## config.mk

```make
export PLATFORM = sky130hd
export DESIGN_NAME = twos_comp_deser
export DESIGN_NICKNAME = d
export VERILOG_FILES = /design/src/rtl/twos_comp_pkg.sv /design/src/rtl/twos_comp_deser_negate.sv /design/src/rtl/twos_comp_deser.sv
export SDC_FILE = /design/constraint.sdc
export NUM_CORES = 1
export LEC_CHECK = 0
export CAP_MARGIN = 20
export CORE_UTILIZATION = 35
export CTS_CLUSTER_SIZE = 8
export DETAILED_ROUTE_END_ITERATION = 8
export SYNTH_ARGS = -nofsm -noshare
export SYNTH_HDL_FRONTEND = slang
export SYNTH_HIERARCHICAL = 1
export SYNTH_SLANG_ARGS = --single-unit
```

## constraint.sdc

```tcl
create_clock -name clk -period 2 [get_ports clk]
set_input_delay 0.6 -clock clk [delete_from_list [all_inputs] [get_ports clk]]
set_output_delay 0.6 -clock clk [all_outputs]
set_load 0.005 [all_outputs]
```

## src/rtl/twos_comp_pkg.sv

```systemverilog
// Shared types and constants for the serial two's-complement deserializer.
package twos_comp_pkg;

  typedef enum logic {
    IDLE  = 1'b0,
    SHIFT = 1'b1
  } state_t;

  localparam int WIDTH_DEF = 8;

endpackage

```

## src/rtl/twos_comp_deser_negate.sv

```systemverilog
// Bit-serial two's-complement negation: copy bits up to and including the first 1, invert the rest.
module serial_negate_cell (
  input  logic clk,
  input  logic rstn,
  input  logic clr,
  input  logic en,
  input  logic in_bit,
  output logic neg_bit
);

  logic flag;
  logic flag_eff;

  // A clear on the same cycle as an accepted bit makes that bit the first of a new word.
  assign flag_eff = clr ? 1'b0 : flag;
  assign neg_bit  = in_bit ^ flag_eff;

  always_ff @(posedge clk or negedge rstn) begin
    if (!rstn) begin
      flag <= 1'b0;
    end else if (en) begin
      flag <= flag_eff | in_bit;
    end else if (clr) begin
      flag <= 1'b0;
    end
  end

endmodule

```

## src/rtl/twos_comp_deser.sv

```systemverilog
// Deserializes LSB-first two's-complement words into sign + magnitude.
//   state | meaning
//   IDLE  | waiting for a start-of-frame bit
//   SHIFT | collecting bits 1..WIDTH-1 of the current word
module twos_comp_deser
  import twos_comp_pkg::*;
#(
  parameter int WIDTH = WIDTH_DEF
) (
  input  logic             clk,
  input  logic             rstn,
  input  logic             in_valid,
  input  logic             in_sof,
  input  logic             in_bit,
  output logic             out_valid,
  output logic             out_sign,
  output logic [WIDTH-1:0] out_mag,
  output logic             out_abort
);

  localparam int CW = $clog2(WIDTH) + 1;
  localparam logic [CW-1:0] LAST = CW'(WIDTH - 1);

  state_t           state;
  logic [CW-1:0]    count;
  logic [WIDTH-1:0] raw;
  logic [WIDTH-1:0] neg;

  logic             sof_hit;
  logic             bit_hit;
  logic             neg_bit;
  logic [WIDTH-1:0] bit_sel;
  logic [WIDTH-1:0] raw_next;
  logic [WIDTH-1:0] neg_next;

  assign sof_hit  = in_valid & in_sof;
  assign bit_hit  = in_valid & ~in_sof & (state == SHIFT);
  assign bit_sel  = {{(WIDTH-1){1'b0}}, 1'b1} << count;
  assign raw_next = raw | (in_bit  ? bit_sel : '0);
  assign neg_next = neg | (neg_bit ? bit_sel : '0);

  serial_negate_cell u_neg (
    .clk     (clk),
    .rstn    (rstn),
    .clr     (sof_hit),
    .en      (sof_hit | bit_hit),
    .in_bit  (in_bit),
    .neg_bit (neg_bit)
  );

  always_ff @(posedge clk or negedge rstn) begin
    if (!rstn) begin
      state     <= IDLE;
      count     <= '0;
      raw       <= '0;
      neg       <= '0;
      out_valid <= 1'b0;
      out_abort <= 1'b0;
      out_sign  <= 1'b0;
      out_mag   <= '0;
    end else begin
      out_valid <= 1'b0;
      out_abort <= 1'b0;
      if (sof_hit) begin
        // An sof while collecting discards the partial word and restarts here.
        out_abort <= (state == SHIFT);
        raw       <= {{(WIDTH-1){1'b0}}, in_bit};
        neg       <= {{(WIDTH-1){1'b0}}, neg_bit};
        count     <= CW'(1);
        state     <= SHIFT;
      end else if (bit_hit) begin
        raw <= raw_next;
        neg <= neg_next;
        if (count == LAST) begin
          state     <= IDLE;
          count     <= '0;
          out_valid <= 1'b1;
          out_sign  <= in_bit;
          out_mag   <= in_bit ? neg_next : raw_next;
        end else begin
          count <= count + 1'b1;
        end
      end
    end
  end

endmodule

```

Word-level counts from Yosys, hierarchy flattened

Index checks and enable logic that the tools add are counted.

Add/subtract/negate cells: 1
Equal/unequal tests: 1
Reductions and logical operators: 4
Shift operators: 1
Bitwise operators: 10
Multiplexer cells: 19

Operator list:

| cell                                                              | count |
|---|---|
| 8-bit 2-to-1 mux                                                  | 7 |
| 8-bit OR                                                          | 2 |
| 4-bit 2-to-1 mux                                                  | 3 |
| 1-bit 2-to-1 mux                                                  | 9 |
| 1-bit by 4-bit << shifter with 8-bit output, first input constant | 1 |
| 4-bit by 1-bit adder with 4-bit output, second input constant     | 1 |
| 4-bit by 3-bit == test with 1-bit output, second input constant   | 1 |
| 2-bit nonzero test                                                | 2 |
| 1-bit AND                                                         | 3 |
| 3-bit AND reduction                                               | 1 |
| 1-bit inverter                                                    | 2 |
| 1-bit OR                                                          | 2 |
| 2-bit AND reduction                                               | 1 |
| 1-bit bitwise XOR                                                 | 1 |

Bits in registers: 33
Logic and storage cells: 45

Depth between registers and ports, before layout

Word-level depth: 7
Mapped depth: 8
Depth with buffers taken out: 7

Modules after synthesis

The synthesis kept the hierarchy.

By module, submodules not included:

| module             | area each (sq um) | instances | cells an instance |
|---|---|---|---|
| twos_comp_deser    | 1557.7            | 1         | 153 |
| serial_negate_cell | 65.1              | 1         | 5 |

Least setup slack after synthesis

Ideal clock, no wire load.

Path kind: input port to flip-flop
From: input in_sof
To: register out_mag[5]
Data arrival time: 2051 ps
Setup slack: -147 ps
Path buffers: 2
Stages: 8
Library setup time: 95 ps
Cell sequence: nand2_1 -> inv_1 -> buf_2 -> nand2b_4 -> ha_1 -> clkbuf_1 -> a311oi_1 -> o31ai_1

Cells in the longest elaborated chain, start to end: 6
Elaborated cells between the ends (all ways): 11

Ends and longest elaborated chain:

| item                 | line                         | text |
|---|---|---|
| start, declared      | twos_comp_deser.sv:13        | `input logic in_sof,` |
| 1-bit AND            | twos_comp_deser.sv:36        | `assign sof_hit = in_valid & in_sof;` |
| via sof_hit          | twos_comp_deser.sv:29        | `logic sof_hit;` |
| 1-bit 2-to-1 mux     | --                           |  |
| 1-bit bitwise XOR    | twos_comp_deser_negate.sv:16 | `assign neg_bit = in_bit ^ flag_eff;` |
| via neg_bit          | twos_comp_deser.sv:31        | `logic neg_bit;` |
| 8-bit 2-to-1 mux     | twos_comp_deser.sv:40        | `assign neg_next = neg \| (neg_bit ? bit_sel : '0);` |
| 8-bit OR             | twos_comp_deser.sv:40        |  |
| 8-bit 2-to-1 mux     | twos_comp_deser.sv:79        | `out_mag <= in_bit ? neg_next : raw_next;` |
| end signal, assigned | twos_comp_deser.sv:79        |  |
| end, declared        | twos_comp_deser.sv:17        | `output logic [WIDTH-1:0] out_mag,` |

The timed path passes the listed nets, and every way through them passes these cells.
A chain may end at the register's enable or synchronous reset.

Worst setup path in the final report

From: input in_bit
To: register out_mag[4]

Cells in the longest elaborated chain, start to end: 4
Elaborated cells between the ends (all ways): 6

Ends and longest elaborated chain:

| item              | line                         | text |
|---|---|---|
| start, declared   | twos_comp_deser.sv:14        | `input logic in_bit,` |
| 1-bit bitwise XOR | twos_comp_deser_negate.sv:16 |  |
| via neg_bit       | twos_comp_deser.sv:31        |  |
| 8-bit 2-to-1 mux  | twos_comp_deser.sv:40        |  |
| 8-bit OR          | twos_comp_deser.sv:40        |  |
| 8-bit 2-to-1 mux  | twos_comp_deser.sv:79        |  |

The timed path passes the listed nets, and every way through them passes these cells.

==> summary.md <==
| Metric | Value |
|---|---|
| Run status | completed |
| Max cap viols | 0 |
| Worst IR drop on VDD | 0.266 mV |
| Async S/R FF share, synth | 100% |
| Fin. Hold Viols | 0 |
| Die footprint | 0.00491 mm2 |
| Area Overhead vs Synth | 25.1% |
| Syn_area_per_cell | 10.3 um2 |
| Total global routing track utilization | 17.0% |
| Design area | 0.00203 mm2 |
| Leading register cell type out of synthesis | dfrtp_1 |
| Reg2Reg Setup Slack | 220 ps |
| Area leader, netlist | dfrtp_1 |
| Fin Clk Skew | 5.25 ps |
| Top post-synthesis cells by count | dfrtp_1, nor2_1, o21ai_0 |
| Layout cells sized above 1 | 19.1% |
| Critical path arrival | 1990 ps |
| Min-delay worst type | reg -> reg |
| Drt first pass iters | 6 |
| First-pass GRT wire length | 6510 um |
| Crit path time final | 1830 ps |
| CP Capture Type | flop |
| Worst path required time | 2160 ps |
| Io pins | 16 |
| Routed vias | 1,322 |
| Xor/xnor cell area share of the yosys netlist | 0% |
| Number of diodes | 0 |
| Initial antenna violation count | 0 |
| Port buffer count | 15 |
| Die height | 70.1 um |
| Mapped Cells | 158 |
| Root Driver | clkbuf_8 |
| Post-synth EDFFs | 0 |
| Post-synthesis mux area share | 1.31% |
| Detailed router's first-iteration violation count | 129 |
| Final Setup Violations | 0 |
| Simple-gate share of the synthesized area | 18.2% |
| Synth Area in Compound Gates | 18.8% |
| CP max stage delay | 500 ps |
| Buffers & Inverters on Critical Path | 3 |
| Synthesized-area fraction occupied by adder cells | 5.40% |
| Crit path launch type | primary input |
| Post-Route WL | 3920 um |
| GR Overflow Total | 0 |
| Power density cells | 870 mW/mm2 |
| Final Max Slew Viols | 0 |
| Worst relative slew slack | 64.2% |
| Die outline width | 70.1 um |
| Vias in the first global route | 1,358 |
| Post-synthesis net count | 170 |
| Cts hold-fix bufs | 0 |
| WHS | 488 ps |
| Final period utilization | 91.3% |
| Routed len/inst | 16.7 um |
| Max Clock Freq | 548 MHz |
| Final nets | 196 |
| Cells along the critical path | clkdlybuf4s50_1, inv_1, ha_4, buf_4, and4b_1, o22ai_1, o21ai_1 |
| Most common cell in the netlist | dfrtp_1 |
| Clock-pin slew on the worst setup and hold paths | 70 ps |
| Ranking of synthesized cells by area | dfrtp_1, ha_1, o21ai_0 |
| Synth Register Bits | 33 |
| Yosys top cell area share | 50.9% |
| DP Wirelength | 2660 um |
| Max Root-Sink Buffers | 2 |
| Yosys cell types | 37 |
| CTS H-Tree Depth | 2 |
| Number of routed nets with antenna violations | 0 |
| Total power | 0.00177 W |
| Area after DPL | 0.00191 mm2 |
| Crit path kind | in -> reg |
| TritonCTS clock tree | built |
| Crit path max-delay family | buffers and inverters |
| Yosys synthesis warning count | 6 |
| CTS Buf Count | 5 |
| RSZ-0062 raised after global routing | no |
| Worst skew pair latency | 280 ps |
| Gp weighted congestion | 0.808 |
| Leakage | 0.937 nW |
| Highest fanout seen on the critical path | 7 |
| Largest family of logic cells by synthesized area | compound AO/OA/AOI/OAI gates |
| Initial Util | 36.8% |
| Mapped cell area | 0.00162 mm2 |
| Worst-Margin Slew | 536 ps |
| Register area share after synthesis | 50.9% |
| Row count | 24 |
| Drc violations | 0 |
| Post-layout util | 46.0% |
| Post-DR vias/cell | 5.63 |
| Largest net degree at the start of global routing | 34 |
| CTS Sinks | 33 |
| CP max stage cell | clkdlybuf4s50_1 |
| Core Footprint | 0.00441 mm2 |
[metal layers]
layer	track usage, %	vias up	wire length (um)
li1	-	612	-
met1	20.4	671	1740
met2	30.0	35	2010
met3	3.03	4	133
met4	6.67	0	39
met5	0	-	0
[registers in the layout, summed over array words and instances (netlist names), 4 cells and up]
register and flops:
count 4, neg 8, out_mag 8, raw 8
[cells in the final DEF, fill, tap and decap left out, types with 2 or more instances in the layout]
| cell type | netlist | routed |
|---|---|---|
| nand2b_1 | 4 | 4 |
| a31oi_1 | 5 | 5 |
| nor2_1 | 19 | 19 |
| o22ai_1 | 6 | 6 |
| inv_1 | 8 | 8 |
| clkbuf_8 | 0 | 5 |
| o31ai_1 | 4 | 4 |
| a21oi_1 | 6 | 6 |
| nand3_1 | 4 | 4 |
| buf_4 | 2 | 14 |
| a41oi_1 | 3 | 3 |
| dlymetal6s2s_1 | 0 | 2 |
| o21ai_0 | 17 | 16 |
| dfrtp_1 | 33 | 33 |
| nor2b_1 | 2 | 2 |
| ha_1 | 7 | 6 |
| nand2_1 | 5 | 4 |
| nor4bb_4 | 0 | 3 |
| a211oi_1 | 3 | 3 |
| and3_2 | 2 | 2 |
| clkdlybuf4s50_1 | 0 | 13 |
[worst min-delay path, delay by kind of cell, from the launching register on]
family / cells / cell delay (ps)
flip-flops: 1 / 340
AND/OR/NAND/NOR: 1 / 70
AO/OA/AOI/OAI: 1 / 40
[cells by family after synthesis]
family	after synthesis
DFF	33
muxes	2
and+or+nand+nor	49
AOI/OAI and AO/OA	49
adders and majority gates	7
buffers and inverters	18
[repair_timing]
action                                  4_1_cts  5_1_grt
buffers inserted                              0        0
endpoints found under the setup margin        8        7
resized for setup                             4        4
pin swaps                                     1        3
[report_power, final]
part / switching (W) / internal (W)
Combinational: 0.000229 / 0.000248
Sequential: 0.0000741 / 0.000759
Clock: 0.000227 / 0.000228
Total: 0.000530 / 0.00124
[area by class of cell]
type | instances | area [um2]
fill | 418 | 2380
sequential | 33 | 826
multi-input combinational | 107 | 776
timing repair buffer | 29 | 260
clock buffer | 5 | 68.8
tap | 52 | 65.1
inverter | 8 | 30.0
clock inverter | 1 | 5.00
[final timing paths]
kind                       startpoint         end  cells after the start
max                            in_bit  out_mag[4]                      7
min                            neg[1]      neg[1]                      2
min in group asynchronous        rstn   out_valid                      2
min reg2reg                    neg[1]      neg[1]                      2
max in group asynchronous        rstn    count[1]                      2
max reg2reg                  count[2]    out_sign                      3
[through the flow]
step                      worst slack (ps)  std cells  TNS (ps)
after detailed placement              -426        229     -4630
after global routing                   108        235         0
after CTS                             3.84        235         0
final                                  174        235         0
after global placement                -349        229     -3890
after floorplan                      -12.2        158     -46.0
Power figures use the tool's default switching activity.
==> variant 1, RTL diff (same settings) <==
Add an input register stage for `in_valid`, `in_sof` and `in_bit`, without a reset; this delays them by one clock.
--- a/src/rtl/twos_comp_deser.sv
+++ b/src/rtl/twos_comp_deser.sv
@@ -21,6 +21,16 @@
   localparam int CW = $clog2(WIDTH) + 1;
   localparam logic [CW-1:0] LAST = CW'(WIDTH - 1);
 
+  logic in_valid_q;
+  logic in_sof_q;
+  logic in_bit_q;
+
+  always_ff @(posedge clk) begin
+    in_valid_q <= in_valid;
+    in_sof_q   <= in_sof;
+    in_bit_q   <= in_bit;
+  end
+
   state_t           state;
   logic [CW-1:0]    count;
   logic [WIDTH-1:0] raw;
@@ -33,10 +43,10 @@
   logic [WIDTH-1:0] raw_next;
   logic [WIDTH-1:0] neg_next;
 
-  assign sof_hit  = in_valid & in_sof;
-  assign bit_hit  = in_valid & ~in_sof & (state == SHIFT);
+  assign sof_hit  = in_valid_q & in_sof_q;
+  assign bit_hit  = in_valid_q & ~in_sof_q & (state == SHIFT);
   assign bit_sel  = {{(WIDTH-1){1'b0}}, 1'b1} << count;
-  assign raw_next = raw | (in_bit  ? bit_sel : '0);
+  assign raw_next = raw | (in_bit_q ? bit_sel : '0);
   assign neg_next = neg | (neg_bit ? bit_sel : '0);
 
   serial_negate_cell u_neg (
@@ -44,7 +54,7 @@
     .rstn    (rstn),
     .clr     (sof_hit),
     .en      (sof_hit | bit_hit),
-    .in_bit  (in_bit),
+    .in_bit  (in_bit_q),
     .neg_bit (neg_bit)
   );
 
@@ -64,7 +74,7 @@
       if (sof_hit) begin
         // An sof while collecting discards the partial word and restarts here.
         out_abort <= (state == SHIFT);
-        raw       <= {{(WIDTH-1){1'b0}}, in_bit};
+        raw       <= {{(WIDTH-1){1'b0}}, in_bit_q};
         neg       <= {{(WIDTH-1){1'b0}}, neg_bit};
         count     <= CW'(1);
         state     <= SHIFT;
@@ -75,8 +85,8 @@
           state     <= IDLE;
           count     <= '0;
           out_valid <= 1'b1;
-          out_sign  <= in_bit;
-          out_mag   <= in_bit ? neg_next : raw_next;
+          out_sign  <= in_bit_q;
+          out_mag   <= in_bit_q ? neg_next : raw_next;
         end else begin
           count <= count + 1'b1;
         end
Formal check against the unedited RTL: not equivalent (a bounded check fails within 4 cycles, from zero or initial values and one cycle with rstn low).
==> variant 1 against the original RTL <==
  * Cell area is 4.4% higher
  * Global-route usage grew 0.16 points
  * Clock skew is 1.8 ps lower
  * Sequential cell count is 3 higher
  * Power rose by 14%
  * Synthesized area is 8.2% higher
  * Routed wire length is 0.26% higher
  * Sequential power grew 5.9%
  * Setup slack better by 55 ps
  * Synthesized cell count is 5.7% higher
  * Die area grew 7.9%
==> variant 1: results (changes against the original RTL) <==
Min path
  • Hold_sp: raw[5]
  • Worst hold endpoint: raw[5]

Timing
  • Clk_skew: 3.490 ps (-1.760 ps)
  • Least-Margin Pin Slew: 443.4 ps (-93.00 ps)
  • Hold Slack: 503.2 ps (+15.24 ps)

Drt
  • First-pass iteration count of the detailed router: 4 (-2)
  • DR iter-0 viols: 97 (-25%)
  • Routed WL: 3931 µm (+0.26%)
  • Vias: 1311 (-0.83%)

Worst setup path
  • Worst reg2reg startpoint: in_sof_q
  • R2r setup slk: 310 ps (+90 ps)
  • CP arrival: 1170 ps (-820 ps)
  • Worst r2r path cells: 7 (+4)
  • R2R Path End: out_mag[2]
  • Max FO, Critical Path: 2 (-5)

Placement
  • Routability congestion estimate: 0.9096 (+13%)
  • DP Wirelength: 2668 µm (+0.12%)

Clocking
  • Post-cts sizing count: 0 (-4)

Global route
  • Vias in the first global route: 1352 (-0.44%)
  • First-pass GRT wire length: 6658 µm (+2.3%)
  • Initial antenna violation count: 0 (unchanged)
  • GRT Total Usage: 0.1716 (+0.001559)

Finish
  • Fin nets: 199 (+1.5%)
  • Fill count: 448 (+7.2%)

Power and ir drop
  • VDD IR max: 0.5279 mV (+99%)

Yosys
  • Net Count, Synth: 179 (+5.3%)
  • Distinct cell type count after synthesis: 44 (+19%)
  • Top cells by area, synth: dfrtp_1 (47%), ha_1 (5.0%), nor2_1 (4.1%), o21ai_0 (3.7%), dfxtp_1 (3.4%)
  • Ys async rst share: 0.9167 (-0.08333)

Run status
  • Outcome: completed
[variant 1: changes by cell type after synthesis, moves of 3 or more]
cell | before | now
nand2b_1 | 4 | 1
o22ai_1 | 6 | 3
nor4bb_1 | 3 | 0
nand4b_1 | 0 | 3
mux2_4 | 0 | 4
dfxtp_1 | 0 | 3
o21ai_0 | 17 | 13
a41oi_1 | 3 | 0
a21oi_1 | 6 | 10
[variant 1: worst max path at each step]
stage                          start          to  cells past startpoint
after global placement      in_sof_q  out_mag[2]                      7
after global routing        in_sof_q  out_mag[2]                      7
after CTS                 out_mag[7]  out_mag[7]                      1
after detailed placement    in_sof_q  out_mag[2]                      7
final                     out_mag[7]  out_mag[7]                      1
after floorplan           in_valid_q  out_mag[4]                     10
[variant 1: logic make-up (layout without fill, tap and decap cells)]
group	after synthesis	after routing	share of synthesized area
fa+ha+maj	7	7	0.04989
simple gates	54	54	0.1996
buf+inv	20	41	0.05346
compound gates	45	45	0.1525
flops	36	36	0.5046
mux	5	5	0.03992
[variant 1: cell type report]
| type | instances | area (µm²) | area share |
|---|---|---|---|
| Clock buffer | 7 | 96.34 | 0.04543 |
| Multi-Input combinational cell | 111 | 778.2 | 0.3670 |
| Sequential cell | 36 | 885.9 | 0.4177 |
| Tap cell | 67 | 83.83 | 0.03953 |
| Inverter | 11 | 43.79 | 0.02065 |
| Timing Repair Buffer | 22 | 202.7 | 0.09558 |
| Clock inverter | 1 | 30.03 | 0.01416 |
[variant 1: report_power, final]
part           leakage (nW)  switching [W]  internal, W
clock network        0.0645       0.000267     0.000440
registers             0.464      0.0000719     0.000811
logic                 0.420       0.000205     0.000210
total                 0.948       0.000543      0.00146
[variant 1: layer usage]
layer / up-vias / share of wire / track usage
met5: - / 0 / 0
met4: 0 / 0.015 / 0.09586
met2: 52 / 0.46 / 0.2606
li1: 628 / - / -
met1: 626 / 0.47 / 0.2265
met3: 5 / 0.050 / 0.03867
[variant 1: per-stage QoR]
step / worst slack [ps] / util / cell area (µm²) / instances
final: 229.0 / 0.4431 / 2121 / 255
after global routing: 154.7 / 0.4431 / 2121 / 255
after detailed placement: 319.9 / 0.4167 / 1994 / 247
after global placement: 381.9 / 0.4167 / 1994 / 247
after floorplan: 54.56 / - / 1758 / 167
after CTS: 218.3 / 0.4431 / 2121 / 255
==> variant 2, RTL diff (config.mk and constraints unchanged) <==
Without the edit above. Set the package constant `WIDTH_DEF` to 4 (it was 8).
--- a/src/rtl/twos_comp_pkg.sv
+++ b/src/rtl/twos_comp_pkg.sv
@@ -6,7 +6,7 @@
     SHIFT = 1'b1
   } state_t;
 
-  localparam int WIDTH_DEF = 8;
+  localparam int WIDTH_DEF = 4;
 
 endpackage
 
Ports: changed (resized out_mag); port bits go from 16 to 12. The function was not compared with the original's and may differ.
==> variant 2 against the original RTL <==
  * Sequential cell count down 13
  * Count of clock-buffer cells in the layout down 2
  * Critical path depth up 1
  * Critical endpoint is now out_mag[0]
  * Synthesized area down 41%
  * Maximum frequency down 3.9%
  * Power down 21%
  * Combinational power down 1%
  * Cell area down 40%
  * Final cell count down 43%
  * Largest cell class unchanged
  * Routed wire length down 53%
  * Hold slack better by 22 ps
  * Die area down 40%
  * Largest power group unchanged
  * Setup slack worse by 74 ps
==> variant 2: results (changes against the original RTL) <==
Placement
  • Inst Count DP: 129 (-44%)
  • Dpl ws: -231.5 ps (+194.1 ps)
  • Routability congestion estimate: 0.8138 (+0.74%)
  • PortBufs: 11 (-4)

Yosys
  • Adder-Cell Fraction of Synth Area: 0.06519 (+0.01122)
  • Top cells by area, synth: dfrtp_1 (52%), ha_1 (6.5%), mux2i_1 (3.1%), inv_1 (2.7%), a31oi_1 (2.6%)
  • Distinct cell type count after synthesis: 33 (-11%)
  • Mapped Avg Cell Area: 11.85 µm² (+15%)
  • Most frequent cells after synthesis: dfrtp_1 (20), inv_1 (7), ha_1 (5), a31oi_1 (4), nand2b_1 (4)

Worst setup path
  • R2r setup slk: 640 ps (+420 ps)
  • Worst r2r path cells: 5 (+2)
  • Worst setup path end: out_mag[0]
  • CP arrival: 2100 ps (+110 ps)
  • Crit-path max cell delay: 420 ps (-80 ps)

Clocking
  • TritonCTS buffer count: 3 (-2)
  • Worst-path clk slew: 120 ps (+50 ps)
  • CTS HTree Levels: 1 (-1)
  • Post-cts sizing count: 0 (-4)
  • Clock Latency Late Sink: 300 ps (+20 ps)
  • Root buffer cell: clkbuf_4

Timing
  • Relative slew slack: 0.8041 (+0.1617)
  • Fin worst setup slack: 99.48 ps (-74.26 ps)
  • Clk_skew: 5.465 ps (+0.2153 ps)

Global route
  • Pin count of the biggest net entering global routing: 21 (-38%)
  • Grt met3 use: 0.05833 (+0.02803)
  • Vias in the first global route: 646 (-52%)
  • Met2 GRT Util: 0.2215 (-0.07867)
  • Met1 usage: 0.2075 (+0.003673)
  • First-pass GRT wire length: 3070 µm (-53%)

Drt
  • Vias: 689 (-48%)
  • Met2 routed WL: 775 µm (-61%)
  • Routed met3 length: 77 µm (-42%)

Finish
  • Top flop regs: neg (4), out_mag (4), raw (4)
  • Multi-input gate area: 402.9 µm² (-48%)

Run status
  • Outcome: completed

Min path
  • Hold path cells: 1 (-1)

Power and ir drop
  • VDD IR max: 0.8102 mV (+200%)
  • Pleak: 0.5855 nW (-38%)
## variant 2: changes by cell type after synthesis, sizes merged, moves of 4 or more
| cell | delta |
|---|---|
| nand3 | -4 |
| o21ai | -16 |
| o22ai | -4 |
| buf | -5 |
| dfrtp | -13 |
| o31ai | -4 |
| nor2 | -16 |
## variant 2: how the worst min path moves through the flow
stage | start | slack (ps) | endpoint
final | raw[1] | 510 | raw[1]
after floorplan | rstn | 300 | count[0]
after detailed placement | out_mag[2] | 480 | out_mag[2]
after global routing | raw[1] | 530 | raw[1]
after CTS | neg[2] | 510 | neg[2]
after global placement | neg[2] | 480 | neg[2]
## variant 2: cell type report
type                    count  area share
well taps                  30     0.03096
inverters                   9     0.02786
multi-input cells          49      0.3323
repair buffers             21      0.1527
clock buffers               3     0.01858
clock inverters             1     0.02477
flip-flops and latches     20      0.4128
## variant 2: power by group
part / internal (W) / switching [W] / total (W)
clock network: 0.000203 / 0.000127 / 0.000330
logic: 0.000268 / 0.000204 / 0.000472
registers: 0.000523 / 0.0000747 / 0.000597
